===== src/rtl/frame_buf_pkg.sv =====
// Shared definitions for the 176x144 RGB332 frame buffer: geometry, colours,
// capture FSM encoding and the colour-bar lookup used by the test pattern.
package frame_buf_pkg;

    localparam int SCREEN_WIDTH  = 176;
    localparam int SCREEN_HEIGHT = 144;
    localparam int FB_ADDR_W     = 15;

    localparam logic [7:0] RGB332_WHITE   = 8'hFF;
    localparam logic [7:0] RGB332_YELLOW  = 8'hFC;
    localparam logic [7:0] RGB332_CYAN    = 8'h1F;
    localparam logic [7:0] RGB332_GREEN   = 8'h1C;
    localparam logic [7:0] RGB332_MAGENTA = 8'hE3;
    localparam logic [7:0] RGB332_RED     = 8'hE0;
    localparam logic [7:0] RGB332_BLUE    = 8'h03;
    localparam logic [7:0] RGB332_BLACK   = 8'h00;

    typedef enum logic [1:0] {
        SYNC   = 2'd0,
        BLANK  = 2'd1,
        ACTIVE = 2'd2
    } fw_state_t;

    // Eight 22-pixel bars; a compare chain avoids a divider for x/22.
    function automatic logic [7:0] bar_colour(input logic [7:0] x);
        logic [7:0] c;
        if      (x < 8'd22)  c = RGB332_WHITE;
        else if (x < 8'd44)  c = RGB332_YELLOW;
        else if (x < 8'd66)  c = RGB332_CYAN;
        else if (x < 8'd88)  c = RGB332_GREEN;
        else if (x < 8'd110) c = RGB332_MAGENTA;
        else if (x < 8'd132) c = RGB332_RED;
        else if (x < 8'd154) c = RGB332_BLUE;
        else                 c = RGB332_BLACK;
        return c;
    endfunction

endpackage


===== src/rtl/rgb565_to_rgb332.sv =====
// Packs an RGB565 byte pair into RGB332; with FRAME_WRITER_TEST_PATTERN_EN
// defined the output is replaced by vertical colour bars selected by x.
module rgb565_to_rgb332
    import frame_buf_pkg::*;
(
`ifdef FRAME_WRITER_TEST_PATTERN_EN
    input  logic [7:0] x,
`endif
    input  logic [5:0] b1_bits,
    input  logic [1:0] b2_bits,
    output logic [7:0] pixel
);

`ifdef FRAME_WRITER_TEST_PATTERN_EN
    assign pixel = bar_colour(x);
`else
    // b1_bits holds {R[4:2], G[5:3]} from the first byte; b2_bits is B[4:3].
    assign pixel = {b1_bits, b2_bits};
`endif

endmodule


===== src/rtl/ov7670_frame_writer.sv =====
// OV7670 QCIF RGB565 capture into the RGB332 frame buffer write port.
// Optional colour-bar output via FRAME_WRITER_TEST_PATTERN_EN.
module ov7670_frame_writer
    import frame_buf_pkg::*;
#(
    parameter int WIDTH  = SCREEN_WIDTH,
    parameter int HEIGHT = SCREEN_HEIGHT,
    parameter int ADDR_W = FB_ADDR_W
) (
    input  logic              clk,
    input  logic              reset,
    input  logic              vsync,
    input  logic              href,
    input  logic [7:0]        d,
    output logic [ADDR_W-1:0] w_addr,
    output logic [7:0]        w_data,
    output logic              w_en,
    output logic              frame_done,
    output logic [ADDR_W-1:0] pix_count,
    output logic [1:0]        fsm_state
);

    localparam int X_W = $clog2(WIDTH + 1);
    localparam int Y_W = $clog2(HEIGHT + 1);
    localparam logic [X_W-1:0]    X_LIM     = X_W'(WIDTH);
    localparam logic [Y_W-1:0]    Y_LIM     = Y_W'(HEIGHT);
    localparam logic [ADDR_W-1:0] LINE_STEP = ADDR_W'(WIDTH);

    fw_state_t         state;
    fw_state_t         state_next;
    logic              frame_start;
    logic              frame_end;
    logic              capture;
    logic [X_W-1:0]    x;
    logic [Y_W-1:0]    y;
    logic [ADDR_W-1:0] line_base;
    logic              phase;
    logic              line_seen;
    logic [5:0]        b1_bits;
    logic [7:0]        pixel;

    assign fsm_state = state;

    always_ff @(posedge clk) begin
        if (reset) state <= SYNC;
        else       state <= state_next;
    end

    // A capture only begins after a complete vsync high->low, so a reset
    // mid-frame always resynchronises on the next frame boundary.
    always_comb begin
        state_next = state;
        case (state)
            SYNC:    if (vsync)  state_next = BLANK;
            BLANK:   if (!vsync) state_next = ACTIVE;
            ACTIVE:  if (vsync)  state_next = BLANK;
            default: state_next = SYNC;
        endcase
    end

    always_comb begin
        frame_start = 1'b0;
        frame_end   = 1'b0;
        capture     = 1'b0;
        case (state)
            BLANK:   frame_start = !vsync;
            ACTIVE: begin
                frame_end = vsync;
                capture   = !vsync;
            end
            default: ;
        endcase
    end

    rgb565_to_rgb332 u_pack (
`ifdef FRAME_WRITER_TEST_PATTERN_EN
        .x       (8'(x)),
`endif
        .b1_bits (b1_bits),
        .b2_bits (d[4:3]),
        .pixel   (pixel)
    );

    // w_en is a single-cycle strobe; w_addr/w_data are valid only while it is high.
    always_ff @(posedge clk) begin
        if (reset) begin
            w_addr     <= '0;
            w_data     <= '0;
            w_en       <= 1'b0;
            frame_done <= 1'b0;
            pix_count  <= '0;
            x          <= '0;
            y          <= '0;
            line_base  <= '0;
            phase      <= 1'b0;
            line_seen  <= 1'b0;
            b1_bits    <= '0;
        end else begin
            w_en       <= 1'b0;
            frame_done <= frame_end;
            if (frame_start) begin
                x         <= '0;
                y         <= '0;
                line_base <= '0;
                phase     <= 1'b0;
                line_seen <= 1'b0;
                pix_count <= '0;
            end else if (capture) begin
                if (href) begin
                    line_seen <= 1'b1;
                    phase     <= !phase;
                    if (!phase) begin
                        b1_bits <= {d[7:5], d[2:0]};
                    end else if (x < X_LIM) begin
                        x <= x + X_W'(1);
                        if (y < Y_LIM) begin
                            w_en      <= 1'b1;
                            w_addr    <= line_base + ADDR_W'(x);
                            w_data    <= pixel;
                            pix_count <= pix_count + ADDR_W'(1);
                        end
                    end
                end else if (line_seen) begin
                    // Line end: an unpaired trailing byte is dropped with phase.
                    line_seen <= 1'b0;
                    x         <= '0;
                    phase     <= 1'b0;
                    if (y < Y_LIM) begin
                        y         <= y + Y_W'(1);
                        line_base <= line_base + LINE_STEP;
                    end
                end
            end
        end
    end

endmodule


===== config.mk =====
export PLATFORM = sky130hd
export DESIGN_NAME = ov7670_frame_writer
export DESIGN_NICKNAME = d
export VERILOG_FILES = /design/src/rtl/frame_buf_pkg.sv /design/src/rtl/rgb565_to_rgb332.sv /design/src/rtl/ov7670_frame_writer.sv
export SDC_FILE = /design/constraint.sdc
export NUM_CORES = 1
export LEC_CHECK = 0
export ABC_CLOCK_PERIOD_IN_PS = 3700
export BUFFER_PORTS_ARGS = -buffer_cell sky130_fd_sc_hd__buf_2
export CORE_AREA = 2 2 84 86
export CTS_CLUSTER_SIZE = 40
export DETAILED_ROUTE_END_ITERATION = 7
export DIE_AREA = 0 0 86 88
export PLACE_DENSITY = 0.86
export SLEW_MARGIN = 20
export SYNTH_ARGS = -nofsm -noshare
export SYNTH_HDL_FRONTEND = slang
export SYNTH_SLANG_ARGS = --single-unit
export TNS_END_PERCENT = 10

===== constraint.sdc =====
create_clock -name clk -period 3.7 [get_ports clk]
set_input_delay 0.74 -clock clk [delete_from_list [all_inputs] [get_ports clk]]
set_output_delay 0.74 -clock clk [all_outputs]
set_load 0.03 [all_outputs]

## Yosys cells after proc, flatten, opt, wreduce, memory -nomap -nowiden

Index checks and enable logic that the tools add are counted.

- Equality and inequality tests: 6
- Multiplexer cells: 13
- $lt $le $gt $ge: 2
- Reductions and logical operators: 15
- Bitwise logic cells: 6
- Add/subtract/negate cells: 5

Operators with widths:

| kind | count |
|---|---|
| $mux 8 | 4 |
| $add 8x1->8 const B | 2 |
| $lt 8x8->1 const B | 2 |
| $add 15x1->15 const B | 1 |
| $add 15x8->15 | 1 |
| $add 15x8->15 const B | 1 |
| $reduce_and 4->1 | 3 |
| $mux 1 | 6 |
| $ne 2x1->1 const B | 3 |
| $not 1->1 | 6 |
| $reduce_and 6->1 | 1 |
| $reduce_or 2->1 | 3 |
| $reduce_or 6->1 | 1 |
| $reduce_and 5->1 | 1 |
| $mux 2 | 2 |
| $pmux 2 s2 | 1 |
| $reduce_and 2->1 | 2 |
| $eq 2x1->1 const B | 1 |
| $eq 2x2->1 const B | 1 |
| $logic_not 1->1 | 2 |
| $logic_not 2->1 | 1 |
| $ne 2x2->1 const B | 1 |
| $reduce_bool 2->1 | 1 |

- Output and inout bits: 42
- Input port bits: 12
- Flip-flop bits (word level): 81
- Word-level logic and storage cells: 59

## Logic depth before layout (Yosys ltp)

- Depth after elaboration: 4
- Depth in mapped cells: 7
- Gate-level depth less buffers: 6

## Modules after synthesis

A second synthesis with hierarchy kept.

- Cell total of the unflattened synthesis: 404
- Area total of the unflattened synthesis: 3518.4 um2

Modules (own cells, without submodules):

| module | cells each | area each (um2) | times used | sequential area each (um2) |
|---|---|---|---|---|
| ov7670_frame_writer | 396 | 3458.3 | 1 | 1541.5 |
| rgb565_to_rgb332 | 8 | 60.1 | 1 | 0.0 |

## Worst setup path after synthesis

Ideal clock, no wire load.

- Kind: input port to flip-flop
- Start point: input vsync
- End point: register w_addr[11]
- Library setup time: 0.091 ns
- Buffers on the path: 1
- Path slack: 1.646 ns
- Cell stages on the path: 5
- Arrival time: 1.963 ns
- Cells stage by stage: nand4bb_2 a2111oi_4 buf_6 nor2_1 a311oi_1

- Word-level cells in the longest chain between the ends: 4
- Elaborated cells on any way between the ends: 5

RTL lines:

| item | line | source |
|---|---|---|
| from (decl) | ov7670_frame_writer.sv:12 | `input logic vsync,` |
| $logic_not 1->1 (*) | ov7670_frame_writer.sv:66, ov7670_frame_writer.sv:69 |  |
| $mux 1 | ov7670_frame_writer.sv:65 | `case (state)` |
| $not 1->1 (no line) | -- |  |
| $reduce_and 6->1 (no line) (*) | -- |  |
| to (signal assigned) | ov7670_frame_writer.sv:118 | `w_addr <= line_base + ADDR_W'(x);` |
| to (decl) | ov7670_frame_writer.sv:15 | `output logic [ADDR_W-1:0] w_addr,` |

Mark *: on every way between the ends. The rest lies on a longest branch, timed or not.
A chain may end at the register's enable or synchronous reset.

## Final worst setup path

- Start point: input vsync
- End point: register pix_count[11]

- Word-level cells in the longest chain between the ends: 3
- Elaborated cells on any way between the ends: 5

RTL lines:

| item | line | source |
|---|---|---|
| $logic_not 1->1 (*) | ov7670_frame_writer.sv:66, ov7670_frame_writer.sv:69 |  |
| $mux 1 | ov7670_frame_writer.sv:65 |  |
| $reduce_and 5->1 (no line) or $reduce_or 2->1 (tied branches) | -- |  |
| to (signal assigned) | ov7670_frame_writer.sv:120 | `pix_count <= pix_count + ADDR_W'(1);` |
| to (decl) | ov7670_frame_writer.sv:19 | `output logic [ADDR_W-1:0] pix_count,` |

Marked as above.

==> impl_metrics.py <==
metrics = {
    "die": {
        "start_util_pct": 54.50,
        "pin_count": 54,
        "row_count": 30,
        "core_um2": 6644,
        "die_area_um2": 7568,
        "die_w_um": 86,
        "fp.dieH_um": 88,
    },
    "final_layout": {
        "n_antenna_cell": 0,
        "drive_gt1_share_pct": 18.30,
        "finish.net_count": 486,
        "area_growth_pct": 14.72,
    },
    "route": {
        "drt-initial-drc-count": 187,
        "vias": 3305,
        "wirelength_um": 8125,
        "viasPerCell": 6.009,
        "dr.pass1.iters": 4,
        "detail-route-antenna-nets": 0,
        "wl_per_cell_um": 14.77,
        "drcViolationCount": 0,
    },
    "logic_synthesis": {
        "synth_async_sr_flop_share_pct": 0,
        "synth-main-ff-cell": "dfxtp_1",
        "syn_avg_cell_area_um2": 8.725,
        "netlist_top_cells_count": "dfxtp_1 (77), nand2_1 (54), a21oi_1 (51)",
        "yosysWarningCount": 0,
        "seq_area_frac_synth_pct": 42.57,
        "yosysTopAreaCell": "dfxtp_1",
        "synth_cells": 415,
        "yosys_register_bits": 77,
        "ys_types": 52,
        "synth_top_area_share_pct": 42.57,
        "synth_edf_count": 0,
        "yosysMostFrequentCell": "dfxtp_1",
        "netlist_top_cells_area": "dfxtp_1 (43%), a21oi_1 (7.0%), nand2_1 (5.6%)",
        "syn_area_um2": 3621,
        "synthesis.nets": 436,
    },
    "timing": {
        "setup_tns_ns": 0,
        "rsz0062_at_grt": "no",
        "slew_violations": 0,
        "setup_viol": 0,
        "max_freq_mhz": 412.2,
        "finalCriticalPeriod_ns": 2.426,
        "post-route-period-util_pct": 65.56,
        "finalHoldViolations": 0,
        "worst_pin_slew_ns": 0.6547,
        "fin_skew_ns": 0.008002,
        "relSlewSlack_pct": 56.35,
    },
    "setup_path": {
        "crit_family": "simple AND/OR/NAND/NOR gates",
        "end_kind": "register",
        "crit_path_cell_trace": "buf_2 > and4bb_2 > nand4_1 > buf_4 > or4_1 > a21oi_1",
        "cp_num_buf_inv": 2,
        "worstSetupStartpointType": "input pin",
        "crit_fanout": 21,
        "worst_path_max_delay_cell": "or4_1",
        "critical_path_arrival_ns": 2.71,
        "max_stage_delay_ns": 0.54,
        "path_class": "in2reg",
        "required_ns": 3.98,
    },
    "clock_network": {
        "clk_pin_slew_ns": 0.08,
        "clock_sinks": 77,
        "post_cts_resized": 0,
        "clk_latency_ns": 0.34,
        "hold_buffers": 0,
        "tritoncts": "done",
        "numCtsBuffers": 9,
        "cts-root-buf": "clkbuf_8",
        "h-tree-depth": 3,
        "clock_path_buffers": 2,
        "post_cts_buffers": 0,
    },
    "power": {
        "p_leak_nw": 1.490,
        "ir_worst_vdd_v": 0.0001946,
        "power_density_nw_per_um2": 377.3,
        "p_total_w": 0.001567,
    },
    "global_route": {
        "antenna_found_initial": 0,
        "grt_pass1_vias": 3010,
        "grt_max_degree": 40,
        "track_usage_pct": 21.66,
        "grt_pass1_wl_um": 13140,
        "overflow": 0,
    },
    "worst_hold_path": {
        "worstHoldPathType": "reg2reg",
    },
    "run": {
        "drv_cap": 0,
    },
    "placed_design": {
        "portBuffers": 53,
        "hpwlAfterDp_um": 5571,
        "gp_congestion": 0.9261,
    },
    "outcome": {
        "status": "finished clean",
    },
}
-- area by class of cell --
type	count	area [um2]
clock buffers	10	127.6
clock inverters	6	87.58
fillers	548	2490
inverters	11	41.29
multi-input cells	307	1946
flip-flops and latches	77	1541
well taps	80	100.1
repair buffers	59	310.3
-- where the power goes --
part	switching, W	internal (W)	leakage [nW]	total, W
sequential	0.00000319	0.000830	0.620	0.000833
clock	0.000311	0.000380	0.110	0.000692
combinational	0.0000292	0.0000137	0.760	0.0000429
total	0.000344	0.00122	1.49	0.00157
-- through the flow --
stage / setup slack, ns / std cells / utilization [%] / hold WS (ns) / instance area, um2
final: 1.274 / 550 / 62.52 / 0.4514 / 4154
after global placement: 1.007 / 534 / 59.28 / 0.4365 / 3939
after floorplan: 1.646 / 415 / - / 0.4285 / 3621
after CTS: 1.289 / 550 / 62.52 / 0.4526 / 4154
after detailed placement: 0.9338 / 534 / 59.28 / 0.4420 / 3939
after global routing: 1.168 / 550 / 62.52 / 0.4726 / 4154
-- per-layer routing --
layer  part of all wire (%)  GRT usage, %  routed length [um]
met1                     44         26.49                3562
met2                     49         36.72                4002
met3                    5.2         4.995                 423
met4                    1.7         9.235                 135
met5                      0             0                   0
-- worst paths after layout --
path / end / cells past startpoint / from / slack (ns)
setup / recovery: pix_count[11] / 6 / vsync / 1.27
hold / removal: w_data[2] / 2 / b1_bits[0] / 0.45
setup reg to reg: pix_count[11] / 5 / y[4] / 1.31
hold reg to reg: w_data[2] / 2 / b1_bits[0] / 0.45
-- flip-flops by register name, indices dropped and copies added, names as in the netlist --
name        count
b1_bits         6
frame_done      1
fsm_state       2
line_base      11
line_seen       1
phase           1
pix_count      15
w_addr         15
w_data          8
w_en            1
x               8
y               8
-- kinds of logic (layout without fill, tap and decap cells) --
group	Yosys count	count (layout)	synth area share, %
simple gates	158	158	23.12
compound gates	122	122	22.84
flops	77	77	42.57
buf+inv	31	86	3.697
xor+xnor	15	15	3.628
fa+ha+maj	9	9	3.317
mux	3	3	0.8293
-- worst reg2reg max path, cell delays in order, from the launching register on --
cell and delay, ns:
dfxtp_1 0.37, o31ai_4 0.46, nand4_1 0.44, buf_4 0.37
or4_1 0.54, a21oi_1 0.16
-- cells in the final DEF (no fill, tap or decap), types with 3 or more instances in the layout --
master | Yosys | routed
dfxtp_1 | 77 | 77
nand2_1 | 54 | 54
buf_2 | 8 | 53
a21oi_1 | 51 | 51
nor2_1 | 25 | 25
nand3_1 | 16 | 16
o31ai_1 | 15 | 15
or4_1 | 15 | 15
o21ai_0 | 14 | 14
xnor2_1 | 14 | 14
inv_1 | 11 | 11
nand4_1 | 10 | 10
or3_1 | 9 | 9
clkbuf_8 | 0 | 9
o2111ai_1 | 8 | 8
ha_1 | 8 | 8
a211oi_1 | 7 | 7
a21o_1 | 6 | 6
buf_4 | 0 | 6
and3_1 | 4 | 4
a2111oi_0 | 4 | 4
nor4_1 | 4 | 4
nand2b_1 | 3 | 3
nor3b_1 | 3 | 3
mux2i_1 | 3 | 3
nor3_1 | 3 | 3
a311oi_1 | 3 | 3
No activity file was read; power rests on OpenSTA's default activity.
